## config.mk

```make
export PLATFORM = sky130hd
export DESIGN_NAME = mcu_timer
export DESIGN_NICKNAME = d
export VERILOG_FILES = /design/src/rtl/mcu_timer.sv
export SDC_FILE = /design/constraint.sdc
export NUM_CORES = 1
export LEC_CHECK = 0
export BUFFER_PORTS_ARGS = -buffer_cell sky130_fd_sc_hd__buf_2
export CORE_ASPECT_RATIO = 0.9
export CORE_MARGIN = 2
export CORE_UTILIZATION = 25
export DETAILED_ROUTE_END_ITERATION = 8
export PLACE_DENSITY = 0.48
export SLEW_MARGIN = 25
export SYNTH_ARGS = -nofsm -noshare
export SYNTH_HDL_FRONTEND = slang
export SYNTH_SLANG_ARGS = --single-unit
```

## constraint.sdc

```tcl
create_clock -name clk -period 5.5 [get_ports clk]
set_input_delay 0.275 -clock clk [delete_from_list [all_inputs] [get_ports clk]]
set_output_delay 0.275 -clock clk [all_outputs]
set_load 0.01 [all_outputs]
```

## src/rtl/mcu_timer.sv

```systemverilog
// mcu_timer: prescaled up/down timer with reload, one-shot,
// compare-driven PWM output and a sticky terminal-count irq.
module mcu_timer #(
  parameter int WIDTH = 8
) (
  input  logic             clk,
  input  logic             rst_n,
  input  logic             wr_en,
  input  logic [1:0]       wr_addr,
  input  logic [WIDTH-1:0] wr_data,
  output logic [WIDTH-1:0] count,
  output logic             running,
  output logic             irq,
  output logic             pwm
);

  localparam logic [1:0] A_CTRL = 2'd0;
  localparam logic [1:0] A_RELD = 2'd1;
  localparam logic [1:0] A_CMP  = 2'd2;
  localparam logic [1:0] A_PSC  = 2'd3;

  logic             en_q, en_d;
  logic             dir_q, dir_d;
  logic             os_q, os_d;
  logic             irq_q, irq_d;
  logic [WIDTH-1:0] reld_q, reld_d;
  logic [WIDTH-1:0] cmp_q, cmp_d;
  logic [WIDTH-1:0] plim_q, plim_d;
  logic [WIDTH-1:0] psc_q, psc_d;
  logic [WIDTH-1:0] cnt_q, cnt_d;

  logic wr_ctrl;
  logic start;
  logic stop;
  logic tick;
  logic at_end;
  logic term;

  // Decode writes and detect tick / terminal conditions
  always_comb begin
    wr_ctrl = wr_en && (wr_addr == A_CTRL);
    start   = wr_ctrl && wr_data[0] && !en_q;
    stop    = wr_ctrl && !wr_data[0];
    tick    = en_q && (psc_q == plim_q);
    at_end  = dir_q ? (cnt_q == '0)
                    : (cnt_q >= reld_q);
    // A disabling write on a tick cycle suppresses the advance
    term    = tick && at_end && !stop;
  end

  // Next-state for configuration, prescaler, counter and irq
  always_comb begin
    en_d   = en_q;
    dir_d  = dir_q;
    os_d   = os_q;
    reld_d = reld_q;
    cmp_d  = cmp_q;
    plim_d = plim_q;
    cnt_d  = cnt_q;
    irq_d  = irq_q;

    if (term && os_q)
      en_d = 1'b0;

    if (wr_en) begin
      unique case (wr_addr)
        A_CTRL: begin
          en_d  = wr_data[0];
          dir_d = wr_data[1];
          os_d  = wr_data[2];
        end
        A_RELD: reld_d = wr_data;
        A_CMP:  cmp_d  = wr_data;
        A_PSC:  plim_d = wr_data;
        default: ;
      endcase
    end

    unique case (1'b1)
      start:
        cnt_d = wr_data[1] ? reld_q : '0;
      tick && !stop: begin
        if (at_end)
          cnt_d = dir_q ? reld_q : '0;
        else if (dir_q)
          cnt_d = cnt_q - 1'b1;
        else
          cnt_d = cnt_q + 1'b1;
      end
      default: ;
    endcase

    psc_d = (!en_d || start || tick) ? '0
                                     : psc_q + 1'b1;

    if (wr_ctrl && wr_data[3])
      irq_d = 1'b0;
    if (term)
      irq_d = 1'b1;
  end

  // State registers, cleared while reset is high
  always_ff @(posedge clk or posedge rst_n) begin
    if (rst_n) begin
      en_q   <= 1'b0;
      dir_q  <= 1'b0;
      os_q   <= 1'b0;
      irq_q  <= 1'b0;
      reld_q <= '0;
      cmp_q  <= '0;
      plim_q <= '0;
      psc_q  <= '0;
      cnt_q  <= '0;
    end else begin
      en_q   <= en_d;
      dir_q  <= dir_d;
      os_q   <= os_d;
      irq_q  <= irq_d;
      reld_q <= reld_d;
      cmp_q  <= cmp_d;
      plim_q <= plim_d;
      psc_q  <= psc_d;
      cnt_q  <= cnt_d;
    end
  end

  // Outputs straight from registers
  always_comb begin
    count   = cnt_q;
    running = en_q;
    irq     = irq_q;
    pwm     = en_q && (cnt_q < cmp_q);
  end

endmodule

```

# After elaboration in Yosys (flattened, before gate mapping)
# Cells that the tools add are included.
# W data, S select, Z words.
# word_totals
ff_bits	44
latchBits	0
mem_bits_rw	0
mem_bits_ro	0
input_bits	13
out_inout_bits	11
wordCells	55
memories	0
# op_classes
n_addsub	3
mul	0
div	0
order_cmp	2
n_eq_ne	4
shifts	0
n_mux	12
n_bitwise	0
reduce_logical	25
# ops
cell	n
$mux W8	5
$add A8 B1 Y8 const B	2
$pmux W8 S2	1
$logic_and A1 B1 Y1	11
$eq A8 B8 Y1	1
$ge A8 B8 Y1	1
$logic_not A8 Y1	1
$lt A8 B8 Y1	1
$reduce_and A2 Y1	4
$sub A8 B1 Y8 const B	1
$mux W1	6
$eq A2 B2 Y1 const B	2
$logic_not A1 Y1	4
$reduce_bool A2 Y1	2
$eq A2 B1 Y1 const B	1
$logic_not A2 Y1	1
$logic_or A1 B1 Y1	2

# Depth between registers and ports, before layout
# depth
word_depth	13
mapped_depth	9
mapped_depth_nobuf	8

# Least setup slack after synthesis
# OpenSTA, ideal clock, no wires.
# synth_path
path_type	register to register
startpoint	register dir_q
endpoint	register cnt_q[6], in the netlist count[6]
setup_time_ns	0.082
t_arrival_ns	2.117
required_ns	5.418
path_slack_ns	3.301
stages_incl_launch_ff	8
period_less_slack_ns	2.199
path_cell_list	dfrtp_1 > ha_1 > nor2b_1 > o21ai_2 > a21boi_0 > or4b_2 > a41o_1 > a31oi_1
# synth_via
elab_chain_cells	3
# synth_rtl
element	line	rtl
start: declaration	23	logic dir_q, dir_d;
start signal: assignment	116	dir_q <= dir_d;
$mux W8 (tied with other cells)	85	else if (dir_q)
$mux W8 (*)	83	if (at_end)
$pmux W8 S2 (*)	79	unique case (1'b1)
end signal: assignment	123	cnt_q <= cnt_d;
end: declaration	30	logic [WIDTH-1:0] cnt_q, cnt_d;
# Mark *: on every way between the ends. The rest lies on a longest branch, timed or not.
# A chain may end at the register's enable or synchronous reset.

# Worst setup path after layout
# layout_path
startpoint	register cnt_q[0], in the netlist count[0]
endpoint	register cnt_q[2], in the netlist count[2]
# layout_via
elab_chain_cells	4
# layout_rtl
element	line	rtl
$add A8 B1 Y8 (tied with other cells)	88	cnt_d = cnt_q + 1'b1;
$mux W8 or $mux W1 (tied branches)	85, 45	
$mux W8 (*)	83	
$pmux W8 S2 (*)	79	
# Marks and branches as above.

==> flow_metrics.tcl <==
set metrics [dict create \
    ios 24 \
    p_leak_nw 1.461 \
    via_per_inst 4.625 \
    synth_area_per_cell_sq_um 10.12 \
    grt_pass1_wl_mm 10.41 \
    syn_nets 305 \
    finClkSkew_ns 0.004428 \
    clock.fmax_ghz 0.4099 \
    worstSkewPairLatency_ns 0.28 \
    wire_per_inst_um 14.71 \
    tightest_slew_ns 0.8728 \
    cts_resized 0 \
    cts_hold_buf 0 \
    n_antenna_cell 0 \
    cts-htree-levels 2 \
    ir_worst_vdd_uv 125.4 \
    synth_edf_count 0 \
    die_w_um 114 \
    core_sq_um 10720 \
    worstRegToRegCells 8 \
    place_area_sq_um 2980 \
    crit_type "flip-flop to flip-flop" \
    whs_ns 0.1034 \
    crit_path_cell_trace "inv_1, ha_1, nand2b_1, a2111oi_4, o21ai_1, o311a_1, o311ai_4, o21a_1" \
    finalSetupViolCount 0 \
    synthArstFlopShare_pct 100.0 \
    cp_max_fo 10 \
    path_buf_inv 1 \
    synth_area_sq_um 2723 \
    critPathTopFamily "compound AO/OA/AOI/OAI gates" \
    power_density_nw_per_um2 442.3 \
    synth.top_cell.area_share_pct 40.44 \
    rr_endpoint "count[2]" \
    clockRootBuffer "clkbuf_16" \
    rsz0062_at_grt "no" \
    clkSinkCount 44 \
    syn2layout_area_growth_pct 15.03 \
    period_needed_ns 2.440 \
    drc_errors 0 \
    required_ns 5.72 \
    drive_gt1_share_pct 20.27 \
    final_antenna_net_count 0 \
    final_area_sq_um 3132 \
    io_buffers 23 \
    clk_path_buf_depth 2 \
    worstPathArrival_ns 2.66 \
    cts_buffers 5 \
    holdCritPathClass "primary input to asynchronous set/reset pin" \
    reg2reg_from "count[0]" \
    grt_start_max_net_pins 45 \
    path_clk_slew_ns 0.06 \
    ys_seq_area_share_pct 40.44 \
    startpoint_type "flip-flop" \
    regToRegSetupSlack_ns 3.06 \
    status "finished, final reports clean" \
    dr.pass1.iters 4 \
    cts_tree "built" \
    die-height_um 103 \
    synth_ff_type "dfrtp_1" \
    initial_core_util_pct 25.40 \
    post_cts_buffers 0 \
    slowest_delay_ns 0.50 \
    critPathCaptureType "flip-flop" \
    vias 1984 \
    drt_iter0_drc 62 \
    drv_cap 0 \
    setup_tns_ns 0 \
    layout.nets 331 \
    post_synth_num_cell_types 43 \
    yosys_register_bits 44 \
    drt-total-wl_mm 6.309 \
    fin_crit_sh_pct 44.36 \
    antenna_found_initial 0 \
    num_rows 36 \
    syn_inst 269 \
    grt_usage_pct 11.40 \
    hold_viol 0 \
    globalRouteOverflowTotal 0 \
    yosys.area.top_type "dfrtp_1" \
    hpwlAfterDp_mm 4.638 \
    max_slew_margin_pct 41.81 \
    report.power.total_mw 1.385 \
    die_area_sq_um 11740 \
    gp_congestion 0.7929 \
    yosys_warnings 0 \
    critPathSlowestCell "dfrtp_1" \
    slew_viol_final 0 \
    grt_pass1_vias 1969 \
    yosys-top-cells-area "dfrtp_1, ha_1, mux2_2" \
]
==> cell type report <==
class / instances / area (sq um)
repair buffers: 23 / 115.1
clock buffers: 7 / 142.6
multi-input cells: 196 / 1504
clock inverters: 1 / 7.507
well taps: 133 / 166.4
flip-flops and latches: 44 / 1101
fillers: 1143 / 7589
inverters: 25 / 95.09
==> where the power goes <==
part | total, mW | internal, mW | switching (mW)
combinational | 0.581 | 0.277 | 0.304
sequential | 0.500 | 0.393 | 0.107
clock | 0.304 | 0.181 | 0.123
==> logic make-up after synthesis <==
logic type	synth area share [%]
adder cells (fa/ha/maj)	10.85
multiplexers	9.099
XOR/XNOR	5.790
AO/OA/AOI/OAI	15.53
flip-flops	40.44
buffers and inverters	4.320
AND/OR/NAND/NOR	13.97
==> cell usage after synthesis (all sizes together) (3+ instances only) <==
cell type and instances:
a211oi 3, a21o 6, a21oi 5, and3 4
dfrtp 44, ha 22, inv 25, mux2 22
nand2 33, nand2b 3, nand3 7, nand3b 4
nor2 15, nor2b 3, nor4 3, o211ai 6
o21a 7, o21ai 16, xnor2 4, xor2 14
==> state kept, by name, indices dropped and copies added, names as in the netlist <==
signal and cells:
cmp_q 8, count 8, plim_q 8, psc_q 8, reld_q 8, dir_q 1
irq 1, os_q 1, running 1
==> layer usage <==
| layer | track usage (%) | vias up | wire (um) |
|---|---|---|---|
| met5 | 0 | - | 0 |
| met4 | 2.814 | 0 | 46 |
| met3 | 2.116 | 5 | 184 |
| met2 | 17.99 | 29 | 2876 |
| met1 | 16.18 | 949 | 3201 |
| li1 | - | 1001 | - |
==> cell usage in the layout (no fill, tap or decap), drive strengths merged, types with 2 or more instances in the layout <==
cell type	count
nand3b	4
o21a	7
nor2b	3
a211oi	3
nand3	7
buf	23
nand2	33
nor4	3
o211ai	6
clkbuf	7
a31oi	2
xor2	14
nand2b	3
a21oi	5
mux2	22
dfrtp	44
ha	22
nor2	15
inv	24
a21o	6
a2111oi	2
o21ai	16
xnor2	4
and3	4
==> worst max path at each step <==
stage,startpoint,endpoint,slack [ns],cells past startpoint
CTS,count[0],count[2],3.05,8
floorplan,dir_q,count[6],3.30,7
detailed placement,count[0],count[2],3.10,8
finish,count[0],count[2],3.06,8
global placement,count[0],count[2],3.07,8
global route,count[0],count[2],2.89,8
==> worst reg2reg max path: stages (launching register included) <==
cell and delay [ns]:
dfrtp_1 0.50, inv_1 0.14, ha_1 0.30, nand2b_1 0.18, a2111oi_4 0.35, o21ai_1 0.11
o311a_1 0.29, o311ai_4 0.35, o21a_1 0.16
==> per-stage QoR <==
stage               std cells  worst slack [ns]  utilization (%)
floorplan                 269             3.301                -
global placement          421             3.071            27.80
detailed placement        421             3.096            27.80
CTS                       429             3.051            29.20
global route              429             2.894            29.21
finish                    429             3.060            29.21
Note: power is estimated with default switching activity, not from simulation.
